$ cat config.mk
export PLATFORM = sky130hd
export DESIGN_NAME = gray_conv_sched
export DESIGN_NICKNAME = d
export VERILOG_FILES = /design/src/rtl/gray_conv_pkg.sv /design/src/rtl/gray_enc.sv /design/src/rtl/gray_conv_sched.sv
export SDC_FILE = /design/constraint.sdc
export NUM_CORES = 1
export LEC_CHECK = 0
export ABC_CLOCK_PERIOD_IN_PS = 2600
export CAP_MARGIN = 20
export CORE_ASPECT_RATIO = 0.8
export CORE_MARGIN = 8
export CORE_UTILIZATION = 40
export CTS_CLUSTER_SIZE = 20
export DETAILED_ROUTE_END_ITERATION = 10
export PLACE_DENSITY_LB_ADDON = 0.2
export SYNTH_ARGS = -nofsm -noshare
export SYNTH_HDL_FRONTEND = slang
export SYNTH_SLANG_ARGS = --single-unit
$ cat constraint.sdc
create_clock -name clk -period 2.6 [get_ports clk]
set_input_delay 0.26 -clock clk [delete_from_list [all_inputs] [get_ports clk]]
set_output_delay 0.26 -clock clk [all_outputs]
set_load 0.1 [all_outputs]
$ cat src/rtl/gray_conv_pkg.sv
// Shared definitions for the Gray-conversion scheduler: result FSM states
// and default sizing constants.
package gray_conv_pkg;

    localparam int unsigned DEF_N_REQ = 4;
    localparam int unsigned DEF_WIDTH = 4;

    typedef enum logic {
        ST_EMPTY = 1'b0,
        ST_FULL  = 1'b1
    } state_e;

endpackage : gray_conv_pkg

$ cat src/rtl/gray_enc.sv
// Combinational binary-to-Gray encoder.
//   bin  : binary word in
//   gray : Gray code of bin (g[W-1]=b[W-1], g[i]=b[i+1]^b[i])
module gray_enc #(
    parameter int unsigned WIDTH = 4
) (
    input  logic [WIDTH-1:0] bin,
    output logic [WIDTH-1:0] gray
);

    assign gray = bin ^ (bin >> 1);

endmodule : gray_enc

$ cat src/rtl/gray_conv_sched.sv
// Round-robin scheduler sharing one binary-to-Gray datapath among N_REQ
// requesters; the result is registered with the granted requester ID.
//
// Ports:
//   clk, rst_n          clock, asynchronous active-low reset
//   req_valid/req_data  per-requester valid and packed binary words
//   req_ready           one-hot combinational grant
//   out_valid/out_ready result handshake
//   out_bin/out_gray    registered granted word and its Gray code
//   out_id              index of the granted requester
//   err                 sticky Gray/binary consistency failure
//
// Optional build: define GRAY_CONV_SCHED_CHECK_EN to add an inverse decode
// of out_gray compared against out_bin; otherwise err is tied low.
module gray_conv_sched
    import gray_conv_pkg::*;
#(
    parameter int unsigned N_REQ = DEF_N_REQ,
    parameter int unsigned WIDTH = DEF_WIDTH,
    parameter int unsigned ID_W  = $clog2(N_REQ)
) (
    input  logic                   clk,
    input  logic                   rst_n,
    input  logic [N_REQ-1:0]       req_valid,
    input  logic [N_REQ*WIDTH-1:0] req_data,
    output logic [N_REQ-1:0]       req_ready,
    output logic                   out_valid,
    input  logic                   out_ready,
    output logic [WIDTH-1:0]       out_bin,
    output logic [WIDTH-1:0]       out_gray,
    output logic [ID_W-1:0]        out_id,
    output logic                   err
);

    state_e            state_q;
    state_e            state_d;
    logic [ID_W-1:0]   rr_ptr_q;
    logic [ID_W-1:0]   rr_ptr_d;
    logic [WIDTH-1:0]  out_bin_q;
    logic [WIDTH-1:0]  out_gray_q;
    logic [ID_W-1:0]   out_id_q;

    logic              can_load;
    logic              gnt_found;
    logic [ID_W-1:0]   gnt_idx;
    logic [WIDTH-1:0]  gnt_data;
    logic [WIDTH-1:0]  gnt_gray;
    int unsigned       search_idx;

    // Loading is allowed into an empty register or when the current result
    // leaves this cycle; held off entirely while reset is asserted.
    assign can_load = rst_n & ((state_q == ST_EMPTY) | out_ready);

    // Round-robin search starting at rr_ptr, wrapping modulo N_REQ.
    always_comb begin : arb_search
        gnt_found  = 1'b0;
        gnt_idx    = '0;
        req_ready  = '0;
        search_idx = 0;
        if (can_load) begin
            for (int unsigned k = 0; k < N_REQ; k++) begin
                search_idx = 32'(rr_ptr_q) + k;
                if (search_idx >= N_REQ) begin
                    search_idx = search_idx - N_REQ;
                end
                if (!gnt_found && req_valid[ID_W'(search_idx)]) begin
                    gnt_found = 1'b1;
                    gnt_idx   = ID_W'(search_idx);
                end
            end
        end
        if (gnt_found) begin
            req_ready[gnt_idx] = 1'b1;
        end
    end

    // Select the granted requester's word.
    always_comb begin : data_mux
        gnt_data = '0;
        for (int unsigned i = 0; i < N_REQ; i++) begin
            if (ID_W'(i) == gnt_idx) begin
                gnt_data = req_data[i*WIDTH +: WIDTH];
            end
        end
    end

    gray_enc #(
        .WIDTH (WIDTH)
    ) u_gray_enc (
        .bin  (gnt_data),
        .gray (gnt_gray)
    );

    // FSM state register.
    always_ff @(posedge clk or negedge rst_n) begin : state_reg
        if (!rst_n) begin
            state_q <= ST_EMPTY;
        end else begin
            state_q <= state_d;
        end
    end

    // Next state and next pointer.
    always_comb begin : state_next
        state_d  = state_q;
        rr_ptr_d = rr_ptr_q;
        case (state_q)
            ST_EMPTY: begin
                if (gnt_found) begin
                    state_d = ST_FULL;
                end
            end
            ST_FULL: begin
                if (gnt_found) begin
                    state_d = ST_FULL;
                end else if (out_ready) begin
                    state_d = ST_EMPTY;
                end
            end
            default: state_d = ST_EMPTY;
        endcase
        if (gnt_found) begin
            rr_ptr_d = (gnt_idx == ID_W'(N_REQ - 1)) ? '0 : gnt_idx + ID_W'(1);
        end
    end

    // Result register and round-robin pointer; both move only on a grant.
    always_ff @(posedge clk or negedge rst_n) begin : result_reg
        if (!rst_n) begin
            rr_ptr_q   <= '0;
            out_bin_q  <= '0;
            out_gray_q <= '0;
            out_id_q   <= '0;
        end else begin
            rr_ptr_q <= rr_ptr_d;
            if (gnt_found) begin
                out_bin_q  <= gnt_data;
                out_gray_q <= gnt_gray;
                out_id_q   <= gnt_idx;
            end
        end
    end

    assign out_valid = (state_q == ST_FULL);
    assign out_bin   = out_bin_q;
    assign out_gray  = out_gray_q;
    assign out_id    = out_id_q;

`ifdef GRAY_CONV_SCHED_CHECK_EN
    logic [WIDTH-1:0] chk_bin;
    logic             chk_acc;
    logic             err_q;

    // Inverse Gray decode: running XOR from the MSB down.
    always_comb begin : gray_dec
        chk_bin = '0;
        chk_acc = 1'b0;
        for (int i = int'(WIDTH) - 1; i >= 0; i--) begin
            chk_acc    = chk_acc ^ out_gray_q[i];
            chk_bin[i] = chk_acc;
        end
    end

    // Sticky mismatch flag, cleared only by reset.
    always_ff @(posedge clk or negedge rst_n) begin : err_reg
        if (!rst_n) begin
            err_q <= 1'b0;
        end else if (out_valid && (chk_bin != out_bin_q)) begin
            err_q <= 1'b1;
        end
    end

    assign err = err_q;
`else
    assign err = 1'b0;
`endif

endmodule : gray_conv_sched

==> impl_results.md <==
* Layout Cells excl Fill at 180
* Number of flops mapped to enable cells by yosys at 0
* Final net count at 184
* Part of the cycle the worst path needs at between 90% and 100%
* Global-route usage over all layers at approximately 15%
* First-pass GRT wire length at 4.374 mm
* Area of the multi-input gates at 563.0 µm²
* Sw Share at 58.79%
* Final setup fails at 0
* Max Fclk at slightly above 400 MHz
* Vias at 913
* Worst Path Required at 2340 ps
* Most used DFF post-synth: dfrtp_1
* Clk_skew at 7.667 ps
* N_diodes at 0
* Xor and xnor fraction of the mapped netlist area at 3.172%
* 1st-pass router iterations at 4
* Leak Pwr at 0.0006967 µW
* CTS tree: done
* WL per Instance at 16.26 µm
* Fin crit period at 2443 ps
* Mux contribution to synthesized area at 6.798%
* DR iter-0 viols at 20
* Syn. warnings at 0
* Die W at 66.88 µm
* Synth async-reset ratio at 100.0%
* Clock Latency Late Sink at 280 ps
* Share of cells above drive strength 1 at 42.31%
* Top-area cell type share of the netlist area at a little over a third
* Crit path largest cell delay at 460 ps
* Pwr/cell area at 1056 nW/µm²
* DRC Markers at 0
* Hold Vio Cnt, Final at 0
* CP Launch Type: register
* Net Count, Synth at around 120
* DP Cell Count at roughly 170
* Hold buffer count at cts at 0
* Post-Route WL at 2.926 mm
* Synth top cells by count: 12 x dfrtp_1, 10 x nor2_1, 8 x nand2_1, 7 x inv_1, 7 x nand2b_1
* R2R Path End: out_gray[1]
* Status: completed
* IO Count at 39
* R2R cell count at 10
* IO Port Bufs at 37
* Initial antenna violation count at 0
* Synth Area in Adders at 6.042%
* Largest family of logic cells by synthesized area: compound AO/OA/AOI/OAI gates
* Antenna-violating nets left at 0
* Final Hold Slack at 345.7 ps
* Die height at 56.70 µm
* Crit path DAT at between 2000 and 2500 ps
* Critical path class: reg2out
* Row cnt at 14
* Largest cells by area after synthesis: dfrtp_1 36%, mux2_2 6.8%, ha_1 6.0%
* Vias in the first global route at 975
* GRT overflow at 0
* FF+latch area at roughly 300 µm²
* Reg clk slew, reported paths at 80 ps
* Seq/Total Area, Yosys at 36.25%
* Core region area at 1909 µm²
* Clk buf depth at 2
* CTS H-tree depth at 1
* RePlAce Congestion at 0.7595
* Worst reg2reg startpoint: rr_ptr_q[1]
* Clk pwr share at 7.7%
* Peak VDD IR at 0.9826 mV
* Post-synth top area cell: dfrtp_1
* Sw Pwr at 943.0 µW
* Layout area overhead at 83.38%
* Yosys cell types at 29
* Vias per inst at 5.072
* Gate power share at 72.0%
* Largest net degree at the start of global routing at 21
* Hold Path Class: in2async
* CTS buffer count at 3
* Maxcap violations at 0
* Root buffer cell: clkbuf_4
* Most common cell on crit path: buf_4
* Util after Layout at 79.55%
* Initial Util at 43.38%
* Reg-to-reg setup timing slack at approximately 200 ps
* Post-DP HPWL at 2.235 mm
* Worst setup EP type: output port
* Fillers at between 100 and 150
* Compound-Gate Fraction of Synth Area at 23.87%
* Simple-gate share of the synthesized area at 17.07%
* Count leader, synth: dfrtp_1
* Crit-path slowest cell: dfrtp_2
* Die area at 3792 µm²
* Internal Power at 661.1 µW
* Seq cells post-synth at 12
* Crit-path cells: o22ai_1 > nand2b_1 > a221oi_2 > buf_4 > ha_4 > inv_2 > buf_4 > nor2_4 > buf_12
* Synth Area per Inst at 8.812 µm²
* Critical-path maximum fanout at 9
* Flop pwr share at 20.3%
* Slew Viols, Final at 0
* Synth Cell Area at 828.3 µm²
* Cells after Synth at 94
* Clock sink count at 12
## metrics by stage
stage,setup WS [ps],instance area (µm²),power [µW],setup TNS (ps)
6_report,157.0,1519,1604,0
3_5_place_dp,-399.3,1430,1444,-1951
5_1_grt,-38.90,1519,1674,-106.7
4_1_cts,8.205,1466,1572,0
3_3_place_gp,-175.8,1430,1413,-753.5
2_1_floorplan,222.7,859.6,1132,0
## cells by family after synthesis
group	after synthesis
mux	5
fa+ha+maj	4
other cells	1
simple gates	30
flops	12
xor+xnor	3
compound gates	28
buf+inv	11
## metal layers
layer	global-route usage, %	vias up	routed length [µm]
li1	-	448	-
met4	5.655	0	55
met5	0	-	0
met3	4.356	7	191
met2	24.80	32	1434
met1	16.65	426	1245
## cell usage in the layout, fill, tap and decap left out, types with 4 or more instances in the layout
| master | instances |
|---|---|
| buf_4 | 36 |
| clkdlybuf4s50_1 | 18 |
| dfrtp_1 | 9 |
| nand2_1 | 8 |
| inv_1 | 6 |
| nor2_1 | 6 |
| nand2b_1 | 6 |
| mux2_2 | 5 |
| o22ai_1 | 4 |
| o21ai_1 | 4 |
| nor2_4 | 4 |
| buf_12 | 4 |
## how the worst max path moves through the flow
stage | start | endpoint | cells past startpoint
4_1_cts | req_valid[3] | req_ready[2] | 11
5_1_grt | rr_ptr_q[0] | out_gray[0] | 11
2_1_floorplan | out_valid | req_ready[3] | 7
6_report | rr_ptr_q[1] | req_ready[3] | 9
3_5_place_dp | req_valid[0] | out_gray[1] | 12
3_3_place_gp | req_valid[0] | out_gray[0] | 12
## final cells by class
class / instances / share of cell area [%]
Timing Repair Buffer: 62 / 37.48
Multi-Input combinational cell: 71 / 37.07
Sequential cell: 12 / 20.02
Tap cell: 24 / 1.977
Clock buffer: 4 / 1.730
Inverter: 7 / 1.730
## sequential cells by signal, summed over array words and instances, names as in the netlist
register   flops
out_bin        4
out_gray       3
out_id         2
out_valid      1
rr_ptr_q       2
## power by group through the flow
stage / combinational (µW) / clock [µW] / sequential (µW)
6_report: 1150 / 124 / 325
5_1_grt: 1200 / 135 / 337
4_1_cts: 1120 / 125 / 324
3_5_place_dp: 1120 / 0 / 327
3_3_place_gp: 1090 / 0 / 320
2_1_floorplan: 348 / 0 / 784
## timing repair
action | in CTS | in global routing
cloned | 0 | 0
setup endpoints to repair | 6 | 11
pin swaps | 1 | 3
resized for setup | 6 | 12
buffers inserted | 0 | 2
## critical path, delay by kind of cell (launching register included)
family                   cells  cell delay, ps
flip-flops                   1             460
AND/OR/NAND/NOR              2             200
AO/OA/AOI/OAI                2             530
buffers and inverters        4             570
adder cells (fa/ha/maj)      1             150
(Power assumes the default switching activity.)
